==> config.mk <==
export PLATFORM = sky130hd
export DESIGN_NAME = output_line_uart_tx
export DESIGN_NICKNAME = d
export VERILOG_FILES = /design/src/rtl/output_line_uart_tx_pkg.sv /design/src/rtl/output_line_uart_tx_sync_fifo.sv /design/src/rtl/output_line_uart_tx.sv
export SDC_FILE = /design/constraint.sdc
export NUM_CORES = 1
export LEC_CHECK = 0
export CAP_MARGIN = 20
export CORE_MARGIN = 2
export CORE_UTILIZATION = 50
export CTS_CLUSTER_DIAMETER = 50
export CTS_CLUSTER_SIZE = 10
export DETAILED_ROUTE_END_ITERATION = 10
export PLACE_DENSITY = 0.64
export SLEW_MARGIN = 20
export SYNTH_ARGS = -nofsm -noshare
export SYNTH_HDL_FRONTEND = slang
export SYNTH_HIERARCHICAL = 1
export SYNTH_SLANG_ARGS = --single-unit
==> constraint.sdc <==
create_clock -name clk -period 6.07 [get_ports clk]
set_clock_uncertainty 0.05 [all_clocks]
set_input_delay 0.607 -clock clk [delete_from_list [all_inputs] [get_ports clk]]
set_output_delay 0.607 -clock clk [all_outputs]
set_load 0.01 [all_outputs]
==> src/rtl/output_line_uart_tx_pkg.sv <==
// Shared definitions for the output-line UART transmitter: word/byte widths
// and the transmit FSM state encoding.
package output_uart_pkg;

  localparam int LINE_WIDTH = 16;
  localparam int BYTE_WIDTH = 8;

  typedef enum logic [1:0] {
    IDLE  = 2'd0,
    START = 2'd1,
    DATA  = 2'd2,
    STOP  = 2'd3
  } txState_t;

endpackage

==> src/rtl/output_line_uart_tx_sync_fifo.sv <==
// Single-clock show-ahead FIFO; an explicit occupancy count keeps full and
// empty distinct while the pointers wrap naturally.
module sync_fifo #(
  parameter int WIDTH = 16,
  parameter int DEPTH = 16
) (
  input  logic                     clk,
  input  logic                     rst,
  input  logic                     push,
  input  logic                     pop,
  input  logic [WIDTH-1:0]         din,
  output logic [WIDTH-1:0]         dout,
  output logic                     full,
  output logic                     empty,
  output logic [$clog2(DEPTH):0]   count
);

  localparam int AW = $clog2(DEPTH);
  localparam logic [AW:0] FULL_COUNT = (AW+1)'(DEPTH);

  logic [WIDTH-1:0] mem [DEPTH];
  logic [AW-1:0]    wrPtr;
  logic [AW-1:0]    rdPtr;
  logic             doPush;
  logic             doPop;

  // A full FIFO still accepts a word when the head leaves on the same edge.
  assign doPop  = pop && !empty;
  assign doPush = push && (!full || doPop);

  assign dout  = mem[rdPtr];
  assign full  = (count == FULL_COUNT);
  assign empty = (count == '0);

  always_ff @(posedge clk) begin
    if (rst) begin
      wrPtr <= '0;
      rdPtr <= '0;
      count <= '0;
    end else begin
      if (doPush) wrPtr <= wrPtr + 1'b1;
      if (doPop)  rdPtr <= rdPtr + 1'b1;
      case ({doPush, doPop})
        2'b10:   count <= count + 1'b1;
        2'b01:   count <= count - 1'b1;
        default: count <= count;
      endcase
    end
  end

  always_ff @(posedge clk) begin
    if (doPush) mem[wrPtr] <= din;
  end

endmodule

==> src/rtl/output_line_uart_tx.sv <==
// Buffers 16-bit output-line words and sends each as two 8N1 frames,
// low byte first, on the txd pin.
module output_line_uart_tx
  import output_uart_pkg::*;
#(
  parameter int CLKS_PER_BIT = 434,
  parameter int FIFO_DEPTH   = 16
) (
  input  logic                          clk,
  input  logic                          rst,
  input  logic [LINE_WIDTH-1:0]         lineData,
  input  logic                          lineWrite,
  output logic                          txd,
  output logic                          busy,
  output logic                          overflow,
  output logic [$clog2(FIFO_DEPTH):0]   fifoCount
);

  localparam int CNT_W   = $clog2(FIFO_DEPTH) + 1;
  localparam int TIMER_W = $clog2(CLKS_PER_BIT);
  localparam logic [TIMER_W-1:0] TIMER_LAST = TIMER_W'(CLKS_PER_BIT - 1);

  txState_t               state;
  txState_t               stateNext;
  logic [TIMER_W-1:0]     bitTimer;
  logic [2:0]             bitCount;
  logic [2:0]             bitNext;
  logic                   byteIndex;
  logic [LINE_WIDTH-1:0]  shiftReg;
  logic [BYTE_WIDTH-1:0]  curByte;
  logic [LINE_WIDTH-1:0]  fifoDout;
  logic                   fifoFull;
  logic                   fifoEmpty;
  logic                   pop;
  logic                   pushAccepted;
  logic                   bitDone;
  logic [CNT_W-1:0]       countNext;

  assign pop          = (state == IDLE) && !fifoEmpty;
  assign pushAccepted = lineWrite && (!fifoFull || pop);
  assign bitDone      = (bitTimer == TIMER_LAST);
  assign bitNext      = bitCount + 3'd1;
  assign curByte      = shiftReg[BYTE_WIDTH-1:0];
  assign countNext    = fifoCount + CNT_W'(pushAccepted) - CNT_W'(pop);

  sync_fifo #(
    .WIDTH (LINE_WIDTH),
    .DEPTH (FIFO_DEPTH)
  ) lineFifo (
    .clk   (clk),
    .rst   (rst),
    .push  (pushAccepted),
    .pop   (pop),
    .din   (lineData),
    .dout  (fifoDout),
    .full  (fifoFull),
    .empty (fifoEmpty),
    .count (fifoCount)
  );

  // The low-byte stop bit chains straight into the high-byte start bit.
  always_comb begin
    stateNext = state;
    case (state)
      IDLE:  if (!fifoEmpty) stateNext = START;
      START: if (bitDone) stateNext = DATA;
      DATA:  if (bitDone && bitCount == 3'd7) stateNext = STOP;
      STOP:  if (bitDone) stateNext = byteIndex ? IDLE : START;
      default: stateNext = IDLE;
    endcase
  end

  // busy looks ahead one edge so it drops on the first idle-and-empty cycle.
  always_ff @(posedge clk) begin
    if (rst) begin
      state     <= IDLE;
      bitTimer  <= '0;
      bitCount  <= '0;
      byteIndex <= 1'b0;
      shiftReg  <= '0;
      txd       <= 1'b1;
      busy      <= 1'b0;
      overflow  <= 1'b0;
    end else begin
      state <= stateNext;
      busy  <= (stateNext != IDLE) || (countNext != '0);
      if (lineWrite && fifoFull && !pop) overflow <= 1'b1;

      if (state == IDLE || bitDone) bitTimer <= '0;
      else                          bitTimer <= bitTimer + 1'b1;

      case (state)
        IDLE: begin
          txd <= fifoEmpty;
          if (!fifoEmpty) begin
            shiftReg  <= fifoDout;
            byteIndex <= 1'b0;
            bitCount  <= '0;
          end
        end
        START: begin
          if (bitDone) txd <= curByte[0];
        end
        DATA: begin
          if (bitDone) begin
            bitCount <= bitNext;
            txd      <= (bitCount == 3'd7) ? 1'b1 : curByte[bitNext];
          end
        end
        STOP: begin
          if (bitDone && !byteIndex) begin
            byteIndex <= 1'b1;
            shiftReg  <= {{BYTE_WIDTH{1'b0}}, shiftReg[LINE_WIDTH-1:BYTE_WIDTH]};
            txd       <= 1'b0;
          end
        end
        default: txd <= 1'b1;
      endcase
    end
  end

endmodule

== Word level (Yosys, flattened, before mapping) ==
Memories as Yosys holds them, arrays and structs flattened. A register that Yosys moved wholly into a read port is not among the register bits.
Cells that the tools add are included.

* Shifts and indexed selects: 0
* Magnitude comparators: 1
* Bitwise operators: 0
* Add/subtract/negate cells: 8
* Mux-type cells: 27
* $mul: 0
* Reduce and logical (&&, ||, !) cells: 27
* Equality and inequality tests: 12
* Div/mod/pow operators: 0

{| class="wikitable"
|+ Operator list
! kind !! number
|-
| two-way mux 16 bit || 2
|-
| one-hot mux 16 bit (2 select lines) || 1
|-
| two-way mux 1 bit || 10
|-
| one-hot mux 5 bit (2 select lines) || 1
|-
| adder 9 x 1 -> 9 bit, second input constant || 1
|-
| equality test 9 bit, second input constant || 1
|-
| AND reduction 3 bit || 3
|-
| adder 4 x 1 -> 4 bit, second input constant || 2
|-
| logical AND 1 bit || 8
|-
| two-way mux 2 bit || 4
|-
| two-way mux 4 bit || 2
|-
| != test 2 bit, second input constant || 4
|-
| one-hot mux 2 bit (4 select lines) || 1
|-
| nonzero test 2 bit || 4
|-
| equality test 2 bit, second input constant || 3
|-
| two-way mux 3 bit || 2
|-
| one-hot mux 3 bit (2 select lines) || 1
|-
| adder 5 x 1 -> 5 bit || 1
|-
| adder 5 x 1 -> 5 bit, second input constant || 1
|-
| equality test 5 bit, second input constant || 1
|-
| zero test 5 bit || 1
|-
| nonzero test 5 bit || 1
|-
| subtractor 5 x 1 -> 5 bit || 1
|-
| subtractor 5 x 1 -> 5 bit, second input constant || 1
|-
| 11 further kinds || 18
|}

* Memories kept: 1
* Bits in read-only memories: 0
* Register bits: 47
* Bits in writable memories: 256
* Bits of input ports: 19
* Latch bits: 0

{| class="wikitable"
|+ Memory list
! memory !! depth !! width !! read ports !! clocked after memory_dff !! write ports !! RTL line !! source
|-
| lineFifo.mem || 16 || 16 || 1 || 1 || 1 || output_line_uart_tx_sync_fifo.sv:21 || <nowiki>logic [WIDTH-1:0] mem [DEPTH];</nowiki>
|}

== Longest topological paths before layout ==
Gate-level depths: netlist of run 1.

* Word-level depth: 9
* Mapped depth: 18

== Hierarchy ==
Netlist of run 1, hierarchy kept.

{| class="wikitable"
|+ By module, submodules not included
! module !! cells an instance !! seq. area each (um2) !! area an instance (um2) !! instances
|-
| sync_fifo || 520 || 8027.7 || 10627.7 || 1
|-
| output_line_uart_tx || 199 || 680.7 || 1836.8 || 1
|}

== Least setup slack after synthesis of run 1 ==
OpenSTA, ideal clock, no wires.

* Path type: register -> register
* From: register lineFifo.count[3]
* To: memory lineFifo.mem[0][0], enable pin
* Data arrival time: 3.906 ns
* Buffers on the path: 4
* Setup time: 0.430 ns
* Period minus slack after synthesis: 4.386 ns
* Path slack: 1.684 ns
* Cell stages (with the launch flop): 13
* Cell sequence: dfxtp_1 or4_4 buf_6 nor2_1 or3_2 clkbuf_1 clkbuf_1 nand2_1 nand2_1 inv_1 clkbuf_1 o21ai_4 nor4_1

* Cells in the longest elaborated chain, start to end: 8

{| class="wikitable"
|+ Ends and longest elaborated chain
! element !! RTL line !! source
|-
| from (decl) || output_line_uart_tx_sync_fifo.sv:15 || <nowiki>output logic [$clog2(DEPTH):0] count</nowiki>
|-
| from (signal assigned) || output_line_uart_tx_sync_fifo.sv:44 || <nowiki>2'b10: count <= count + 1'b1;</nowiki>
|-
| from (signal assigned) || output_line_uart_tx_sync_fifo.sv:45 || <nowiki>2'b01: count <= count - 1'b1;</nowiki>
|-
| from (signal assigned) || output_line_uart_tx_sync_fifo.sv:46 || <nowiki>default: count <= count;</nowiki>
|-
| zero test 5 bit || output_line_uart_tx_sync_fifo.sv:33 || <nowiki>assign empty = (count == '0);</nowiki>
|-
| via fifoEmpty || output_line_uart_tx.sv:33 || <nowiki>logic fifoEmpty;</nowiki>
|-
| zero test 1 bit || -- ||
|-
| logical AND 1 bit || output_line_uart_tx.sv:39 || <nowiki>assign pop = (state == IDLE) && !fifoEmpty;</nowiki>
|-
| logical OR 1 bit || output_line_uart_tx.sv:40 || <nowiki>assign pushAccepted = lineWrite && (!fifoFull || pop);</nowiki>
|-
| logical AND 1 bit || output_line_uart_tx.sv:40 ||
|-
| via pushAccepted || output_line_uart_tx.sv:35 || <nowiki>logic pushAccepted;</nowiki>
|-
| logical AND 1 bit || output_line_uart_tx_sync_fifo.sv:29 || <nowiki>assign doPush = push && (!full || doPop);</nowiki>
|-
| two-way mux 1 bit || output_line_uart_tx_sync_fifo.sv:52 || <nowiki>if (doPush) mem[wrPtr] <= din;</nowiki>
|-
| two-way mux 1 bit (implied by the code) || output_line_uart_tx_sync_fifo.sv:52 ||
|-
| to (decl) || output_line_uart_tx_sync_fifo.sv:21 ||
|}

The timed path passes the listed nets, and every way through them passes these cells.

== Worst setup path after layout of run 1 ==
* From: register lineFifo.count[3]
* To: memory lineFifo.mem[13][13], enable pin

* Cells in the longest elaborated chain, start to end: 8

{| class="wikitable"
|+ Ends and longest elaborated chain
! element !! RTL line !! source
|-
| zero test 5 bit * || output_line_uart_tx_sync_fifo.sv:33 ||
|-
| via fifoEmpty || output_line_uart_tx.sv:33 ||
|-
| zero test 1 bit * || -- ||
|-
| logical AND 1 bit * || output_line_uart_tx.sv:39 ||
|-
| via pop || output_line_uart_tx.sv:34 || <nowiki>logic pop;</nowiki>
|-
| logical OR 1 bit or logical AND 1 bit (tied branches) || output_line_uart_tx.sv:40, output_line_uart_tx_sync_fifo.sv:28 ||
|-
| logical AND 1 bit or logical OR 1 bit (tied branches) || output_line_uart_tx.sv:40, output_line_uart_tx_sync_fifo.sv:29 ||
|-
| logical AND 1 bit * || output_line_uart_tx_sync_fifo.sv:29 ||
|-
| two-way mux 1 bit * || output_line_uart_tx_sync_fifo.sv:52 ||
|-
| two-way mux 1 bit (implied by the code) * || output_line_uart_tx_sync_fifo.sv:52 ||
|}

The timed path passes the listed nets; every way through them passes the cells marked *.

==> results of run 1 <==
-- metrics by stage --
| step | worst slack (ns) | instances | power (W) | utilization (%) | hold slack (ns) |
|---|---|---|---|---|---|
| after floorplan | 1.684 | 719 | 0.003528 | - | 0.3904 |
| after global placement | 2.313 | 1040 | 0.003801 | 53.38 | 0.4069 |
| after detailed placement | 2.162 | 1040 | 0.003842 | 53.38 | 0.4083 |
| after CTS | 2.131 | 1097 | 0.005860 | 57.88 | 0.4174 |
| after global routing | 1.844 | 1098 | 0.006088 | 57.93 | 0.4483 |
| final | 2.141 | 1098 | 0.005823 | 57.93 | 0.4162 |
-- final timing paths --
| path | end | depth (start not counted) |
|---|---|---|
| worst max-delay path | lineFifo/mem[13][13] | 7 |
| worst min-delay path | shiftReg[15] | 2 |
| worst max register to register | lineFifo/mem[13][13] | 7 |
| worst min register to register | shiftReg[15] | 2 |
-- area by class of cell --
| class | count | share of cell area (%) |
|---|---|---|
| flip-flops and latches | 307 | 61.67 |
| multi-input cells | 347 | 24.54 |
| clock buffers | 49 | 7.173 |
| well taps | 324 | 2.869 |
| repair buffers | 37 | 2.453 |
| inverters | 26 | 0.6907 |
| clock inverters | 8 | 0.6110 |
-- layer usage --
| layer | part of all wire, % | wire, µm | vias up | global-route usage (%) |
|---|---|---|---|---|
| li1 | - | - | 2928 | - |
| met1 | 42 | 11050 | 3342 | 28.14 |
| met2 | 50 | 13150 | 192 | 34.89 |
| met3 | 5.3 | 1382 | 49 | 3.269 |
| met4 | 2.5 | 644 | 0 | 5.873 |
| met5 | 0 | 0 | - | 0 |
-- flip-flops by register name (all words and copies together), names as in the netlist, named ones only --
signal          count
lineFifo/rdPtr      4
state               2
txd                 1
bitTimer            9
bitCount            3
lineFifo/mem      256
lineFifo/wrPtr      4
lineFifo/count      5
shiftReg           16
overflow            1
busy                1
byteIndex           1
-- layout by cell type (no fill, tap or decap), types with 15 or more instances in the layout --
master / n
edfxtp_1: 256
mux4_2: 65
dfxtp_1: 49
nor2_1: 41
clkbuf_16: 39
nand2_1: 35
a22oi_1: 33
clkdlybuf4s50_1: 26
inv_1: 25
ha_1: 17
nand3_1: 15
-- synthesized netlist by cell type, types with 4 or more instances --
master and count:
xor2_1 7, dfxtp_1 51, a21oi_1 6, a311oi_2 5, o221a_2 7, nor3b_1 4
and3_1 4, buf_2 8, xnor2_1 8, or2_2 4, and2_1 6, o21a_1 5
edfxtp_1 256, mux4_2 65, nor3_1 7, clkbuf_8 5, clkbuf_1 22, mux2i_1 9
inv_1 25, o21ai_0 5, nor2_1 45, nand3_1 15, ha_1 17, nor4_1 6
a22oi_1 33, nand2b_1 6, nor2b_1 4, nand2_1 35
-- power by group through the flow --
stage          logic (W)  clock network (W)  registers (W)
2_1_floorplan   0.000997                  0        0.00253
3_3_place_gp     0.00119                  0        0.00261
3_5_place_dp     0.00122                  0        0.00262
4_1_cts          0.00123            0.00205        0.00258
5_1_grt          0.00135            0.00214        0.00260
6_report         0.00123            0.00202        0.00257
-- logic make-up after synthesis --
kind of cell,Yosys count,synth area share [%]
AO/OA/AOI/OAI,90,6.083
XOR/XNOR,15,1.054
flip-flops,307,69.87
adder cells (fa/ha/maj),19,2.028
multiplexers,75,12.56
AND/OR/NAND/NOR,148,5.812
buffers and inverters,65,2.600
-- worst reg2reg max path, cell delays in order, from the launching register on --
cell	delay [ns]
dfxtp_1	0.50
or4_4	0.29
nor2_1	0.08
or3_2	0.62
inv_1	0.38
nand2b_1	0.30
o2111ai_1	0.42
nor2_2	0.91
==> run_results.csv, run 1 <==
group,metric,value,unit
pwr,power.density,412.1,mW/mm²
clock_network,path_clk_slew,0.05,ns
clock_network,cts_buffer_depth,3,
sta,finalCritPeriodShare,64.73,%
worst_setup_path,crit_arrival,4.01,ns
worst_setup_path,path_cells,"or4_4 -> nor2_1 -> or3_2 -> inv_1 -> nand2b_1 -> o2111ai_1 -> nor2_2",
worst_setup_path,crit_type,"reg2reg",
flow_run,drv_cap,0,
yosys,yosys.area.top_type,"edfxtp_1",
sta,rsz0062_at_grt,"no",
sta,report.final.slew_viol_count,0,
floorplan,die_y,161.9,µm
global_routing,grt_pass1_vias,6612,
outcome,outcome,"finished clean",
layout,multi_input_area,0.003467,mm²
clock_network,htreeDepth,2,
global_routing,grt_pass1_wl,40100,µm
clock_network,clock-root-buffer,"clkbuf_16",
global_routing,antenna_found_initial,0,
layout,insertedDiodeCount,0,
clock_network,ctsHoldBuffers,0,
yosys,synth.area.top_cells,"edfxtp_1, mux4_2, dfxtp_1, a22oi_1, ha_1",
floorplan,row_count,57,
floorplan,die_area,0.02621,mm²
yosys,ys_seq_elements,307,
yosys,synthesis.area,0.01246,mm²
sta,min_period,3.929,ns
detailed_routing,drt-initial-drc-count,514,
worst_setup_path,cpPeakStageDelay,0.91,ns
floorplan,boundaryPins,27,
floorplan,initial_core_util,51.10,%
global_routing,grt_usage,20.65,%
sta,setup_viol,0,
placed_design,dpl_cell_area,0.01302,mm²
clock_network,post_cts_buffers,0,
clock_network,cts_resized,0,
global_routing,grt_max_degree,36,
worst_setup_path,path_buf_inv,1,
worst_setup_path,crit_start,"lineFifo/count[3]",
pwr,switchingPower,0.001620,W
clock_network,clkSinkCount,307,
global_routing,grt_overflow,0,
yosys,syn_inst,719,
worst_setup_path,critical_path.top_delay_family,"simple AND/OR/NAND/NOR gates",
pwr,ir_drop,254.5,µV
yosys,yosys_warnings,6,
pwr,switching_share,27.82,%
pwr,pwr-share-clk,34.7,%
detailed_routing,wirelength,26220,µm
pwr,p_int,0.004203,W
placed_design,dp_hpwl,16820,µm
placed_design,io_buffers,26,
sta,timing.max_slew.rel_slack,34.28,%
sta,tns,0,ns
sta,finalHoldViolCount,0,
worst_setup_path,critPathSlowestCell,"nor2_2",
sta,timing.fmax,254.5,MHz
pwr,seq_power_share,44.2,%
detailed_routing,drc,0,
worst_setup_path,worst-path-max-fanout,16,
yosys,async_flop_share,0,%
layout,n_fill_cell,1882,
yosys,synth_nets,757,
layout,final_nets,795,
layout,syn_to_final_growth,13.36,%
pwr,power_frac_comb,21.1,%
placed_design,routabilityCongestion,0.8262,
detailed_routing,firstDrtPassIters,5,
min_path,holdCritPathClass,"reg2reg",
detailed_routing,vias,6511,
layout,drive_gt1_share,20.41,%
detailed_routing,wl_per_cell,23.88,µm
yosys,synth_top_area_share,61.67,%
worst_setup_path,r2r_start,"lineFifo/count[3]",
floorplan,core-area,0.02439,mm²
detailed_routing,ant_nets,0,
clock_network,cts_inserted_buffers,38,
sta,worstMarginPinSlew,0.9777,ns
clock_network,cts_tree,"yes",
yosys,seq_area_frac_synth,69.87,%
yosys,avgSynthCellArea,17.34,µm²
worst_setup_path,required,6.16,ns
yosys,yosysUniqueCellTypes,63,
detailed_routing,via_per_inst,5.930,
layout,final_area,0.01413,mm²
min_path,hold_start,"shiftReg[15]",
clock_network,clkLatencyLatePin,0.52,ns
layout,register_area,0.008713,mm²
floorplan,die_w,161.9,µm
pwr,p_leak,4.626,nW
worst_setup_path,worstSetupEndpointType,"flip-flop",
worst_setup_path,rrSetupSlack,2.14,ns
yosys,synth_edf_count,256,
yosys,ys.flop_type,"edfxtp_1",
worst_setup_path,start_kind,"flip-flop",
Note: power is estimated with default switching activity, not from simulation.
==> run 2: changes to the inputs <==
==> constraint.sdc (replaced) <==
create_clock -name clk -period 4.1 [get_ports clk]
set_clock_uncertainty 0.05 [all_clocks]
set_input_delay 0.41 -clock clk [delete_from_list [all_inputs] [get_ports clk]]
set_output_delay 0.41 -clock clk [all_outputs]
set_load 0.01 [all_outputs]
==> run 2 against run 1 <==
Compared with the run above:
- sequential power increased by 47%
- via count increased by 1.7%
- maximum frequency increased by 8.0%
- total power increased by 48%
- combinational power increased by 53%
- design area increased by 0.66%
- clock power increased by 46%
- worst hold slack improved by 0.014 ns
- first-iteration DRC count increased by 19%
- sequential cell count unchanged
- critical path depth increased by 1
- die area unchanged
- critical path type unchanged
==> run_results.csv, run 2 (synthesized netlist as in run 1, its figures left out) <==
group,metric,value,unit
sta,rsz0062_at_grt,"no",
pwr,power,0.008619,W
placed_design,post-place-ws,0.4650,ns
floorplan,row_count,57,
worst_setup_path,rrSetupSlack,0.46,ns
worst_setup_path,crit_arrival,3.72,ns
floorplan,core-area,0.02439,mm²
worst_setup_path,crit_start,"lineFifo/count[3]",
clock_network,clkLatencyLatePin,0.52,ns
worst_setup_path,rr_endpoint,"lineFifo/mem[5][7]",
clock_network,post_cts_buffers,0,
sta,fin_ws,0.4604,ns
floorplan,die_w,161.9,µm
clock_network,ctsHoldBuffers,0,
placed_design,dp_hpwl,15630,µm
detailed_routing,via_per_inst,5.981,
worst_setup_path,r2r_start,"lineFifo/count[3]",
clock_network,path_clk_slew,0.05,ns
floorplan,die_area,0.02621,mm²
flow_run,drv_cap,0,
clock_network,htreeDepth,2,
layout,reg.largest.list,"lineFifo/mem (256), shiftReg (16), bitTimer (9)",
detailed_routing,ant_nets,0,
clock_network,cts_buffer_depth,3,
pwr,ir_drop,448.9,µV
worst_setup_path,crit_end,"lineFifo/mem[5][7]",
detailed_routing,wl_per_cell,23.34,µm
worst_setup_path,required,4.18,ns
pwr,power.density,606.0,mW/mm²
outcome,outcome,"finished clean",
detailed_routing,drc,0,
worst_setup_path,r2r_cells,8,
clock_network,cts_resized,0,
layout,final_cell_mix,"edfxtp_1, mux4_2, dfxtp_1, nor2_1, clkbuf_16",
worst_setup_path,crit_type,"reg2reg",
placed_design,io_buffers,26,
layout,layout_commonest_cell,"edfxtp_1",
floorplan,initial_core_util,51.10,%
layout,final_area,0.01422,mm²
sta,report.final.slew_viol_count,0,
global_routing,antenna_found_initial,0,
sta,min_period,3.640,ns
sta,finalCritPeriodShare,88.77,%
layout,largest-register,"lineFifo/mem",
layout,final_nets,807,
detailed_routing,drt-initial-drc-count,613,
worst_setup_path,worst-path-max-fanout,16,
sta,finalHoldViolCount,0,
floorplan,die_y,161.9,µm
detailed_routing,firstDrtPassIters,5,
layout,fin_cells,1107,
pwr,p_leak,4.685,nW
global_routing,grt_max_degree,38,
layout,insertedDiodeCount,0,
sta,timing.max_slew.rel_slack,33.99,%
placed_design,routabilityCongestion,0.7671,
clock_network,cts_inserted_buffers,37,
sta,setup_viol,0,
global_routing,grt_pass1_wl,40410,µm
global_routing,grt_usage,20.52,%
min_path,holdCritPathClass,"reg2reg",
clock_network,clkSinkCount,307,
layout,largest_reg_flops,256,
detailed_routing,vias,6621,
detailed_routing,wirelength,25840,µm
placed_design,dpl_cell_area,0.01314,mm²
sta,timing.fmax,274.8,MHz
global_routing,grt_pass1_vias,7053,
clock_network,clock-root-buffer,"clkbuf_16",
global_routing,grt_overflow,0,
floorplan,boundaryPins,27,
worst_setup_path,worstSetupEndpointType,"flip-flop",
sta,worstMarginPinSlew,0.9864,ns
layout,syn_to_final_growth,14.11,%
worst_setup_path,start_kind,"flip-flop",
clock_network,cts_tree,"yes",
placed_design,placedCellCount,1053,
layout,drive_gt1_share,21.46,%
## run 2: cell count changes in the layout (fill, tap and decap cells not counted), sizes merged
| cell | previous run | this run |
|---|---|---|
| clkinv | 5 | 1 |
| bufinv | 1 | 2 |
| inv | 28 | 29 |
| buf | 11 | 24 |
| clkbuf | 49 | 47 |
## run 2: power by group
part	total [W]	switching [W]	leakage (nW)	internal, W
combinational	0.00188	0.00102	1.43	0.000862
clock	0.00295	0.00116	0.522	0.00179
sequential	0.00379	0.000197	2.73	0.00359
total	0.00862	0.00237	4.68	0.00624
## run 2: final cells by class
cell class | instances | area [µm²]
fill | 1848 | 10170
sequential | 307 | 8713
multi-input combinational | 347 | 3467
clock buffer | 47 | 973.4
timing repair buffer | 50 | 465.4
tap | 324 | 405.4
clock inverter | 6 | 101.3
inverter | 26 | 97.59
## run 2: layer usage
metal  GRT usage [%]  part of all wire, %  up-vias  routed length, µm
met3           3.575                  5.1       58               1308
met5               0                    0        -                  0
met1           26.75                   42     3415              10750
met2           34.55                   50      195              12890
li1                -                    -     2953                  -
met4           8.286                  3.4        0                884
## run 2: worst min path at each step
stage	from	to	slack, ns	depth (start not counted)
3_3_place_gp	bitTimer[0]	bitTimer[0]	0.41	1
4_1_cts	overflow	overflow	0.43	2
6_report	overflow	overflow	0.43	2
3_5_place_dp	overflow	overflow	0.41	2
2_1_floorplan	bitTimer[0]	bitTimer[0]	0.39	1
5_1_grt	shiftReg[15]	shiftReg[15]	0.46	2
## run 2: per-stage QoR
step,util [%],hold slack [ns],TNS (ns)
2_1_floorplan,-,0.3904,-18.32
3_3_place_gp,53.88,0.4072,0
3_5_place_dp,53.88,0.4145,0
4_1_cts,58.28,0.4274,0
5_1_grt,58.32,0.4579,0
6_report,58.32,0.4305,0
## run 2: worst max-delay path, stage by stage, from the launching register on
cell	delay, ns
dfxtp_1	0.49
or4_4	0.29
nor2_1	0.07
or3_2	0.60
inv_1	0.25
nand2b_1	0.28
o21ai_4	0.16
nor2_1	0.21
and3_1	0.84
